File: config.mk
export PLATFORM = sky130hd
export DESIGN_NAME = sync_decrementor
export DESIGN_NICKNAME = d
export VERILOG_FILES = /design/src/rtl/sync_dec_pkg.sv /design/src/rtl/sync_decrementor_dec_core.sv /design/src/rtl/sync_decrementor.sv
export SDC_FILE = /design/constraint.sdc
export NUM_CORES = 1
export LEC_CHECK = 0
export ABC_AREA = 1
export CAP_MARGIN = 30
export CORE_AREA = 2 2 39 41
export CTS_CLUSTER_SIZE = 40
export DETAILED_ROUTE_END_ITERATION = 8
export DIE_AREA = 0 0 41 43
export PLACE_DENSITY = 0.71
export SETUP_SLACK_MARGIN = 0.4
export SLEW_MARGIN = 20
export SYNTH_ARGS = -nofsm -noshare
export SYNTH_HDL_FRONTEND = slang
export SYNTH_SLANG_ARGS = --single-unit
File: constraint.sdc
create_clock -name clk -period 2 [get_ports clk]
set_input_delay 0.4 -clock clk [delete_from_list [all_inputs] [get_ports clk]]
set_output_delay 0.4 -clock clk [all_outputs]
set_load 0.01 [all_outputs]
File: src/rtl/sync_dec_pkg.sv
// Shared types and defaults for the registered decrementor / countdown block.
package sync_dec_pkg;

  localparam int DEC_WIDTH = 4;

  typedef enum logic [1:0] {
    IDLE = 2'd0,
    RUN  = 2'd1,
    DONE = 2'd2
  } dec_state_t;

endpackage

File: src/rtl/sync_decrementor_dec_core.sv
// Combinational subtract-one with borrow; the mirror image of the incrementor.
module dec_core #(
  parameter int WIDTH = 4
) (
  input  logic [WIDTH-1:0] a,
  output logic [WIDTH-1:0] diff,
  output logic             borrow
);

  assign diff   = a - {{(WIDTH-1){1'b0}}, 1'b1};
  assign borrow = (a == '0);

endmodule

File: src/rtl/sync_decrementor.sv
// Registered decrementor: single steps in IDLE, or a countdown to zero in RUN with a one-cycle DONE.
// Handshake: load/start/step are level-sampled on each rising edge; done and borrow_out are one-cycle pulses.
module sync_decrementor
  import sync_dec_pkg::*;
#(
  parameter int WIDTH    = DEC_WIDTH,
  parameter int SATURATE = 0
) (
  input  logic             clk,
  input  logic             rst_n,
  input  logic             load,
  input  logic [WIDTH-1:0] load_val,
  input  logic             step,
  input  logic             start,
  input  logic             dec_en,
  output logic [WIDTH-1:0] count,
  output logic             borrow_out,
  output logic             busy,
  output logic             done,
  output dec_state_t       dbg_state
);

  localparam logic [WIDTH-1:0] ONE = {{(WIDTH-1){1'b0}}, 1'b1};

  dec_state_t       r_state;
  logic [WIDTH-1:0] r_count;
  logic             r_borrow;

  dec_state_t       w_next_state;
  logic [WIDTH-1:0] w_next_count;
  logic             w_next_borrow;
  logic [WIDTH-1:0] w_diff;
  logic             w_borrow;

  dec_core #(.WIDTH(WIDTH)) u_dec_core (
    .a      (r_count),
    .diff   (w_diff),
    .borrow (w_borrow)
  );

  always_comb begin
    w_next_state  = r_state;
    w_next_count  = r_count;
    w_next_borrow = 1'b0;
    case (r_state)
      IDLE: begin
        if (load) begin
          w_next_count = load_val;
        end else if (start) begin
          // Starting from zero skips RUN entirely: nothing to count down.
          w_next_state = (r_count != '0) ? RUN : DONE;
        end else if (step) begin
          w_next_borrow = w_borrow;
          if (w_borrow && (SATURATE != 0)) w_next_count = '0;
          else                             w_next_count = w_diff;
        end
      end
      RUN: begin
        if (load) begin
          w_next_count = load_val;
          w_next_state = IDLE;
        end else if (dec_en) begin
          w_next_count = w_diff;
          if (r_count == ONE) w_next_state = DONE;
        end
      end
      DONE: begin
        if (load) w_next_count = load_val;
        w_next_state = IDLE;
      end
      default: begin
        w_next_state = IDLE;
      end
    endcase
  end

  always_ff @(posedge clk or negedge rst_n) begin
    if (!rst_n) begin
      r_state  <= IDLE;
      r_count  <= '0;
      r_borrow <= 1'b0;
    end else begin
      r_state  <= w_next_state;
      r_count  <= w_next_count;
      r_borrow <= w_next_borrow;
    end
  end

  assign count      = r_count;
  assign borrow_out = r_borrow;
  assign busy       = (r_state == RUN);
  assign done       = (r_state == DONE);
  assign dbg_state  = r_state;

endmodule

---- Word level (Yosys, flattened, before mapping) ----
Cells that the tools add are included.
operators by class
  eq/ne operators ......................... 10
  add/subtract/negate cells ............... 1
  muxes and demuxes ....................... 18
  reductions and logical operators ........ 6
operators by type and width
  kind                   count
  $mux W4                6
  $mux W2                6
  $pmux W4 S3            1
  $ne A3 B3 Y1 const B   3
  $ne A2 B2 Y1 const B   3
  $reduce_and A5 Y1      1
  $eq A4 B1 Y1 const B   1
  $logic_not A4 Y1       1
  $mux W1                4
  $pmux W2 S2            1
  $reduce_and A4 Y1      1
  $reduce_bool A4 Y1     1
  $sub A4 B1 Y4 const B  1
  $ne A3 B2 Y1 const B   1
  $reduce_bool A3 Y1     1
  $eq A2 B1 Y1 const B   1
  $eq A2 B2 Y1 const B   1
  $logic_not A2 Y1       1
word-level totals
  register bits after elaboration ......... 7
  output and inout bits ................... 9
  input bits .............................. 10
  word-level logic and storage cells ...... 38

---- Longest topological paths before layout ----
  depth in word-level cells ............... 5
  mapped depth ............................ 8

---- Modules after synthesis ----
A second synthesis with hierarchy kept.
unflattened totals
  cells, all modules ...................... 81
  area total of the unflattened synthesis .. 515.5 um2
modules (own cells, without submodules)
  module            area an instance (um2)  cells each  seq. area each (um2)  instances
  sync_decrementor  449.2                   69          175.2                 1
  dec_core          66.3                    12          0.0                   1

---- Worst setup path before layout ----
No wires, ideal clock.
  path type ............................... flip-flop to flip-flop
  start point ............................. register r_count[0], in the netlist count[0]
  end point ............................... register r_borrow, in the netlist borrow_out
  setup slack ............................. 0.796 ns
  data arrival time ....................... 1.118 ns
  data required time ...................... 1.914 ns
  stages on the path, launching flop included .. 6
  cells stage by stage .................... dfrtp_1 inv_1 ha_1 nor3b_1 nand2_1 nor3_1
between the ends
  longest elaborated chain between the ends .. 5
ends and longest elaborated chain
  item                    line                             RTL
  start, declared         sync_decrementor.sv:26           logic [WIDTH-1:0] r_count;
  start signal, assigned  sync_decrementor.sv:84           r_count <= w_next_count;
  $logic_not A4 Y1        sync_decrementor_dec_core.sv:11  assign borrow = (a == '0);
  $mux W1                 sync_decrementor.sv:52           end else if (step) begin
  $mux W1                 sync_decrementor.sv:49           end else if (start) begin
  $mux W1                 sync_decrementor.sv:47           if (load) begin
  $mux W1                 sync_decrementor.sv:45           case (r_state)
  net w_next_borrow       sync_decrementor.sv:31           logic w_next_borrow;
  end signal, assigned    sync_decrementor.sv:85           r_borrow <= w_next_borrow;
  end, declared           sync_decrementor.sv:27           logic r_borrow;
The timed path passes the listed nets, and every way through them passes these cells.
A chain may end at the register's enable or synchronous reset.

---- Worst setup path in the final report ----
  start point ............................. register r_state[1], in the netlist dbg_state[1]
  end point ............................... output busy
between the ends
  longest elaborated chain between the ends .. 1
ends and longest elaborated chain
  item                    line                    RTL
  start, declared         sync_decrementor.sv:25  dec_state_t r_state;
  start signal, assigned  sync_decrementor.sv:83  r_state <= w_next_state;
  $eq A2 B1 Y1            sync_decrementor.sv:91  assign busy = (r_state == RUN);
  end, declared           sync_decrementor.sv:18  output logic busy,
Every way passes these cells.

==> impl_metrics.json <==
{
  "outcome": "finished clean",
  "die_area_um2": 1760,
  "setup_tns_ns": 0,
  "fmax_mhz": 661,
  "numClockSinks": 7,
  "viasPerCell": 4.59,
  "syn_nets": 85,
  "wire_per_inst_um": 10.2,
  "worst-path-stages": 5,
  "swShare_pct": 43.5,
  "crit_fanout": 4,
  "cp_slowest_stage_delay_ns": 0.40,
  "design_area_um2": 751,
  "worst_ep_required_time_ns": 1.60,
  "report.final.slew_viol_count": 0,
  "die_h_um": 43,
  "cap_violations": 0,
  "ys_types": 17,
  "crit_start": "dbg_state[1]",
  "area_delta_synth_final_pct": 54.6,
  "wirelength_um": 1180,
  "globalplace.congestion": 0.811,
  "p_seq_share_pct": 25.2,
  "setup_viol_count_final": 0,
  "cpMaxStageDelayCell": "dfrtp_1",
  "hold_buffers": 0,
  "hp-class": "in -> async",
  "syn_inst": 73,
  "ir_drop_uv": 555,
  "clockBufferDepth": 2,
  "rows": 14,
  "ys_seq_elements": 7,
  "placed_area_um2": 686,
  "num_vias": 533,
  "hold_viol": 0,
  "reg2reg_from": "count[0]",
  "clk_latency_ns": 0.24,
  "grt_max_degree": 8,
  "grt_overflow": 0,
  "p_int_uw": 567,
  "post-route-period-util_pct": 75.7,
  "p_clk_share_pct": 12.1,
  "r2r_setup_slack_ns": 0.58,
  "crit_buf_inv": 4,
  "slew_headroom_pct": 79.6,
  "worstSetupStartpointType": "flip-flop",
  "crit_type": "reg -> out",
  "dr.pass1.iters": 5,
  "crit_chain": "buf_4 > inv_2 > nand2_2 > inv_4 > clkbuf_2",
  "cellPowerDensity_nw_per_um2": 1340,
  "r2r.worst_path.cells": 5,
  "ant_nets": 0,
  "core-area_um2": 1380,
  "cts_buffers": 3,
  "initial_core_util_pct": 35.1,
  "yosysSeqAreaShare_pct": 36.1,
  "arrival_ns": 1.11,
  "clock-root-buffer": "clkbuf_4",
  "clk_pin_slew_worst_paths_ns": 0.05,
  "rsz0062_at_grt": "no",
  "end_kind": "output pin",
  "fin_crit_ns": 1.51,
  "endpoint": "busy",
  "ys_warn_count": 0,
  "cts_tree": "yes",
  "die_w_um": 41,
  "nets": 113,
  "grt_usage_pct": 16.9,
  "clock_skew_ns": 0.000790,
  "critPathTopFamily": "buffers and inverters",
  "pwr-share-comb_pct": 62.6,
  "n_antenna_cell": 0,
  "num_io_pins": 19,
  "switchingPower_uw": 437,
  "portBuffers": 18,
  "avgSynthCellArea_um2": 6.65,
  "dp_hpwl_um": 912,
  "r2r_end": "borrow_out",
  "grt_pass1_wl_um": 1960,
  "p_leak_uw": 0.000445,
  "synth_area_um2": 485,
  "worstMarginPinSlew_ns": 0.305,
  "antenna_found_initial": 0,
  "htree_num_levels": 1,
  "dr.first_iter.drc_count": 4,
  "drive_above_1_share_pct": 17.0,
  "holdWs_ns": 0.411,
  "num-fill-cells": 138,
  "grt_pass1_vias": 509,
  "drc": 0
}
-- how the worst min path moves through the flow --
stage / cells after the start / slack [ns] / end
floorplan: 0 / 0.10 / borrow_out
global placement: 2 / 0.52 / count[3]
detailed placement: 2 / 0.53 / count[3]
CTS: 1 / 0.41 / dbg_state[1]
global route: 1 / 0.42 / dbg_state[0]
finish: 1 / 0.41 / dbg_state[1]
-- synth_stat cells --
master | count | area (µm²)
a21oi_1 | 3 | 15.0
dfrtp_1 | 7 | 175
ha_1 | 2 | 25.0
inv_1 | 6 | 22.5
inv_2 | 3 | 11.3
nand2_1 | 30 | 113
nand2_2 | 2 | 12.5
nand2_4 | 1 | 11.3
nand3_1 | 7 | 35.0
nor2_1 | 4 | 15.0
nor2_2 | 1 | 6.26
nor3_1 | 1 | 5.00
nor3b_1 | 1 | 7.51
o21ai_0 | 1 | 5.00
o21ai_1 | 2 | 10.0
o31ai_1 | 1 | 7.51
xnor2_1 | 1 | 8.76
-- through the flow --
stage | power, µW | util, % | worst slack (ns) | instances
global placement | 849 | 49.5 | 0.391 | 107
floorplan | 609 | - | 0.796 | 73
finish | 1000 | 54.2 | 0.487 | 116
detailed placement | 851 | 49.5 | 0.394 | 107
CTS | 1020 | 53.8 | 0.186 | 116
global route | 1100 | 54.2 | 0.417 | 116
-- per-layer routing --
metal / vias up / share of wire (%) / GRT usage (%)
li1: 284 / - / -
met1: 235 / 47 / 22.2
met2: 12 / 48 / 24.7
met3: 2 / 4.4 / 3.14
met4: 0 / 0.85 / 10.0
met5: - / 0 / 0
-- what timing repair did --
action | 4_1_cts | 5_1_grt
cloned | 0 | 0
buffers inserted | 5 | 0
setup endpoints to repair | 6 | 4
gates resized for setup | 5 | 6
-- power by group through the flow --
stage | registers, µW | clock network [µW] | logic, µW
5_1_grt | 261 | 139 | 702
3_5_place_dp | 275 | 0 | 576
2_1_floorplan | 290 | 0 | 319
3_3_place_gp | 277 | 0 | 572
6_report | 253 | 122 | 629
4_1_cts | 254 | 131 | 637
-- kinds of logic after synthesis --
| logic type | after synthesis | synth area share, % |
|---|---|---|
| xor+xnor | 1 | 1.80 |
| flops | 7 | 36.1 |
| simple gates | 47 | 42.3 |
| compound gates | 7 | 7.73 |
| buf+inv | 9 | 6.96 |
| fa+ha+maj | 2 | 5.15 |
-- area by class of cell --
cell class | instances | area [µm²] | share of cell area [%]
Multi-Input combinational cell | 57 | 277 | 36.8
Sequential cell | 7 | 175 | 23.3
Timing Repair Buffer | 23 | 216 | 28.8
Inverter | 9 | 36.3 | 4.83
Tap cell | 16 | 20.0 | 2.67
Clock buffer | 4 | 26.3 | 3.50
-- placed cells by master, fill, tap and decap left out, drive strengths merged, types with 3 or more instances in the layout --
master / Yosys / final
nand2: 33 / 33
clkdlybuf4s50: 0 / 11
inv: 9 / 9
nand3: 7 / 7
dfrtp: 7 / 7
buf: 0 / 5
nor2: 5 / 5
clkbuf: 0 / 5
a21oi: 3 / 3
dlygate4sd2: 0 / 3
dlymetal6s2s: 0 / 3
o21ai: 3 / 3
-- sequential cells by signal (all words and copies together), names as in the netlist --
| register | cells |
|---|---|
| dbg_state | 2 |
| count | 4 |
| borrow_out | 1 |
Note: power is estimated with default switching activity, not from simulation.
==> RTL change 1 (same settings) <==
`DEC_WIDTH`: 4 -> 6.
--- a/src/rtl/sync_dec_pkg.sv
+++ b/src/rtl/sync_dec_pkg.sv
@@ -2,5 +2,5 @@
 package sync_dec_pkg;
 
-  localparam int DEC_WIDTH = 4;
+  localparam int DEC_WIDTH = 6;
 
   typedef enum logic [1:0] {
Interface: changed (resized count and load_val); port bits go from 19 to 23. The function was not compared with the original's and may differ.
==> RTL change 1 against the unedited design <==
  * Largest cell class unchanged
  * Global-route usage up 5.9 points
  * Via count rose by 33%
  * Non-clock buffer count rose by 4
  * Routed wire length is 35% higher
  * Synthesized area up 39%
  * Cell count rose by 28%
  * Cell area is 29% higher
  * Sequential share of layout area grew 0.082 points
  * Sequential cell count rose by 2
  * Power rose by 39%
  * First-iteration DRC count grew to 3.3 times the old value
  * Setup slack lost 0.035 ns
  * Synthesized cell count increased by 40%
  * Sequential power up 29%
==> RTL change 1: results (changes against the unedited design) <==
set qor(flip_flop_count_of_the_largest_register_all_copies_and_words_added) 6 ;# +2
set qor(grt_pass1_vias) 656 ;# +29%
set qor(depth_of_the_most_critical_reg_to_reg_path) 7 ;# +2
set qor(cts-buffers-inserted) 3 ;# unchanged
set qor(worst_pin_slew_ns) 0.4442 ;# +0.1393 ns
set qor(syn_nets) 117 ;# +38%
set qor(cellInternalPower_uw) 745.4 ;# +31%
set qor(final_nets) 149 ;# +32%
set qor(dp_hpwl_microns) 1227 ;# +35%
set qor(ir_drop_mv) 0.6940 ;# +25%
set qor(reg2reg_setup_slack_ns) 0.66 ;# +0.08 ns
set qor(gr-usage-met2) 0.3656 ;# +0.1187
set qor(global_route_total_usage_across_every_layer) 0.2283 ;# +0.05924
set qor(fillerInstances) 127 ;# -8.0%
set qor(path_max_fanout) 2 ;# -2
set qor(run_status) {finished clean}
set qor(synth_common_cells) {32 x sky130_fd_sc_hd__nand2_1, 14 x sky130_fd_sc_hd__nor2_1, 12 x sky130_fd_sc_hd__inv_1}
set qor(pin_count_of_the_biggest_net_entering_global_routing) 10 ;# +2
set qor(routabilityCongestion) 0.8957 ;# +10%
set qor(postSynthCellCount) 102 ;# +40%
set qor(static-leakage-power_nw) 0.5143 ;# +16%
set qor(viasPerCell) 4.765 ;# +3.7%
set qor(yosys_warnings) 0 ;# unchanged
set qor(drt_first_iter_violations) 13 ;# +9
set qor(timing.critical_path.slowest_stage_cell) {sky130_fd_sc_hd__clkdlybuf4s50_1}
set qor(slowest_delay_ns) 0.54 ;# +0.14 ns
set qor(ys_top_cells_by_area) {sky130_fd_sc_hd__dfrtp_1 33%, sky130_fd_sc_hd__nand2_1 18%, sky130_fd_sc_hd__nor2_1 7.8%, sky130_fd_sc_hd__inv_1 6.7%, sky130_fd_sc_hd__ha_1 5.5%}
set qor(route.detailed.wl_per_inst_microns) 10.74 ;# +5.4%
set qor(clkSlewWorstSetupHoldPaths_ns) 0.07 ;# +0.02 ns
set qor(route.final.wire_length_microns) 1600 ;# +35%
set qor(final.setup_skew_ns) 0.0009269 ;# +0.0001371 ns
set qor(post_route_cells_drive_above_1_share) 0.1880 ;# +0.01797
set qor(clk_latency_ns) 0.26 ;# +0.02 ns
set qor(synth.yosys.seq_area_share) 0.3327 ;# -0.02811
set qor(grt.met1_usage) 0.3082 ;# +0.08597
set qor(io_buffer_count) 22 ;# +4
set qor(global_route_wire_length_before_repair_microns) 2753 ;# +41%
## RTL change 1: cell count changes in the layout (fill, tap and decap cells not counted), sizes merged, moves of 2 or more
cell	delta
a21oi	-3
clkdlybuf4s50	+5
dfrtp	+2
dlymetal6s2s	-3
inv	+6
nand2	+2
nor2	+15
o21ai	+5
## RTL change 1: power by group through the flow
stage | sequential, mW | combinational (mW) | clock, mW
2_1_floorplan | 0.384 | 0.513 | 0
3_3_place_gp | 0.355 | 0.846 | 0
3_5_place_dp | 0.362 | 0.862 | 0
4_1_cts | 0.330 | 0.918 | 0.147
5_1_grt | 0.341 | 1.06 | 0.156
6_report | 0.327 | 0.921 | 0.145
## RTL change 1: logic make-up (layout without fill, tap and decap cells)
family / after synthesis / in the layout / share of synthesized area
adder cells (fa/ha/maj): 3 / 3 / 0.05546
AND/OR/NAND/NOR: 65 / 65 / 0.4344
AO/OA/AOI/OAI: 9 / 9 / 0.08133
flip-flops: 9 / 9 / 0.3327
XOR/XNOR: 1 / 1 / 0.01294
buffers and inverters: 15 / 46 / 0.08317
## RTL change 1: per-layer routing
metal,share of wire,wire (microns),vias to the layer above
met5,0,0,-
met4,0,0,0
met3,0.046,73,0
met2,0.50,799,17
met1,0.45,727,318
li1,-,-,375
## RTL change 1: cell type report
class	count	area share
clock buffer	4	0.02717
multi-input combinational	78	0.4088
inverter	15	0.05821
tap	16	0.02070
timing repair buffer	27	0.2510
sequential	9	0.2342
## RTL change 1: final timing paths
path,start,to
worst max register to register,count[2]$_DFFE_PN0P_,dbg_state[0]$_DFFE_PN0P_
worst min register to register,count[5]$_DFFE_PN0P_,count[5]$_DFFE_PN0P_
worst min-delay path,rst_n,borrow_out$_DFF_PN0_
min in group clk,count[5]$_DFFE_PN0P_,count[5]$_DFFE_PN0P_
max in group asynchronous,rst_n,dbg_state[0]$_DFFE_PN0P_
worst max-delay path,count[1]$_DFFE_PN0P_,count[1]
## RTL change 1: per-stage QoR
step / area, sq um / hold WS (ns) / util / setup slack, ns / total power, mW
3_5_place_dp: 917.1 / 0.5364 / 0.6627 / 0.3070 / 1.224
4_1_cts: 967.2 / 0.4586 / 0.6989 / 0.4035 / 1.396
6_report: 967.2 / 0.4512 / 0.6989 / 0.4519 / 1.393
5_1_grt: 967.2 / 0.4912 / 0.6989 / 0.4065 / 1.557
2_1_floorplan: 676.9 / 0.1044 / - / 0.8035 / 0.8973
3_3_place_gp: 917.1 / 0.5241 / 0.6627 / 0.3477 / 1.201
## RTL change 1: what timing repair did
item                       CTS  global route
pin swaps                    1             0
buffers inserted             4             1
setup endpoints to repair    9             2
gates cloned                 0             0
resized for setup            7             4
==> RTL change 2 (same settings) <==
Made on the original files. Remove the register `r_borrow`: a continuous assignment takes its place, so the output `borrow_out` follows one clock earlier.
--- a/src/rtl/sync_decrementor.sv
+++ b/src/rtl/sync_decrementor.sv
@@ -79,11 +79,11 @@
       r_state  <= IDLE;
       r_count  <= '0;
-      r_borrow <= 1'b0;
     end else begin
       r_state  <= w_next_state;
       r_count  <= w_next_count;
-      r_borrow <= w_next_borrow;
     end
   end
+
+  assign r_borrow = w_next_borrow;
 
   assign count      = r_count;
Formal check against the unedited RTL: not equivalent (Yosys sat finds a counterexample within 4 cycles, from zero or initial values and one cycle with rst_n low).
==> RTL change 2 against the unedited design <==
  * Cell area is 12% higher
  * Power is 21% higher
  * Hold slack lost 0.0072 ns
  * Sequential share of layout area decreased by 5.5 points
  * Setup slack got worse by 0.31 ns
  * Synthesized area fell by 2.8%
  * Synthesized cell count is 8.2% lower
  * Sequential cell count decreased by 1
  * Routed wire length rose by 16%
  * Critical path depth up 1
  * Largest cell class unchanged
  * Highest routed layer unchanged
==> RTL change 2: results (changes against the unedited design) <==
set qor(drt_first_iter_violations) 12 ;# +8
set qor(clockBufferCount) 3 ;# -1
set qor(ir_drop_mv) 0.7522 ;# +36%
set qor(dp.cells) 110 ;# +2.8%
set qor(dp_hpwl_microns) 969.8 ;# +6.4%
set qor(grt_pass1_vias) 603 ;# +18%
set qor(post_route_cells_drive_above_1_share) 0.3905 ;# +0.2205
set qor(non_clock_buffer_area_share) 0.3522 ;# +0.06382
set qor(gr-usage-met2) 0.3531 ;# +0.1063
set qor(postSynthCellCount) 67 ;# -8.2%
set qor(syn_nets) 79 ;# -7.1%
set qor(postPlaceCellArea_sq_um) 744.5 ;# +8.6%
set qor(num_vias) 575 ;# +7.9%
set qor(final.setup_skew_ns) 0.001137 ;# +0.0003471 ns
set qor(synth_common_cells) {20 x sky130_fd_sc_hd__nand2_1, 6 x sky130_fd_sc_hd__dfrtp_1, 6 x sky130_fd_sc_hd__inv_2, 6 x sky130_fd_sc_hd__nand3_1, 6 x sky130_fd_sc_hd__o21ai_1}
set qor(grt.met1_usage) 0.1836 ;# -0.03862
set qor(synth.ff_latch_count) 6 ;# -1
set qor(final_core_util) 0.6085 ;# +0.06600
set qor(static-leakage-power_nw) 0.4497 ;# +1.1%
set qor(viasPerCell) 4.752 ;# +3.4%
set qor(clockNetworkAreaShare) 0.02675 ;# -0.008254
set qor(cellInternalPower_uw) 690.5 ;# +22%
set qor(route.detailed.wl_per_inst_microns) 11.35 ;# +11%
set qor(detailedPlace.worstSlack_ns) -0.05974 ;# -0.4536 ns
set qor(multi_input_gate_area_in_the_final_layout_sq_um) 311.5 ;# +13%
set qor(run_status) {finished clean}
set qor(power.share.combinational) 0.715 ;# +0.089
set qor(nonClockBufferCount) 35 ;# +52%
set qor(n_multi_input_combinational_cell) 50 ;# -12%
set qor(worst_pin_slew_ns) 0.2993 ;# -0.005615 ns
set qor(combined_flip_flop_and_latch_cell_area_sq_um) 150.1 ;# -14%
set qor(hold_ws_ns) 0.4035 ;# -0.007235 ns
set qor(post_synth_num_cell_types) 16 ;# -1
set qor(routed-wl-met2_microns) 722 ;# +27%
set qor(synth.yosys.seq_area_share) 0.3183 ;# -0.04252
set qor(nNonClkInverters) 11 ;# +2
set qor(pin_count_of_the_biggest_net_entering_global_routing) 9 ;# +1
set qor(route.layer.met1.wl_microns) 516 ;# -6.4%
set qor(depth_of_the_most_critical_reg_to_reg_path) 9 ;# +4
set qor(global_route_total_usage_across_every_layer) 0.1980 ;# +0.02894
set qor(final_nets) 119 ;# +5.3%
RTL change 2: cell count changes after synthesis, moves of 2 or more:
cell | unedited run | this run
sky130_fd_sc_hd__nand2_1 | 30 | 20
sky130_fd_sc_hd__o21ai_1 | 2 | 6
sky130_fd_sc_hd__inv_2 | 3 | 6
sky130_fd_sc_hd__nor2_4 | 0 | 3
sky130_fd_sc_hd__a21oi_1 | 3 | 1
sky130_fd_sc_hd__nand3_2 | 0 | 2
RTL change 2: cell families (layout without fill, tap and decap cells):
| family | after synthesis | count (layout) | share of synthesized area |
|---|---|---|---|
| AOI/OAI and AO/OA | 8 | 8 | 0.09018 |
| and+or+nand+nor | 39 | 39 | 0.4323 |
| DFF | 6 | 6 | 0.3183 |
| xor gates and xnor gates | 1 | 1 | 0.01857 |
| buffers and inverters | 11 | 49 | 0.08753 |
| adders and majority gates | 2 | 2 | 0.05304 |
RTL change 2: worst paths after layout:
path / to / slack [ns] / start
min: count[1]$_DFFE_PN0P_ / 0.40 / rst_n
min in group clk: count[2]$_DFFE_PN0P_ / 0.66 / count[2]$_DFFE_PN0P_
max in group asynchronous: dbg_state[0]$_DFFE_PN0P_ / 1.37 / rst_n
min reg2reg: count[2]$_DFFE_PN0P_ / 0.66 / count[2]$_DFFE_PN0P_
max reg2reg: dbg_state[1]$_DFFE_PN0P_ / 0.65 / count[1]$_DFFE_PN0P_
max: borrow_out / 0.18 / count[1]$_DFFE_PN0P_
RTL change 2: what timing repair did:
| item | CTS | global route |
|---|---|---|
| endpoints found under the setup margin | 9 | 4 |
| resized for setup | 17 | 2 |
| setup buffers | 6 | 2 |
| pin swaps | 2 | 1 |
| gates cloned | 0 | 0 |
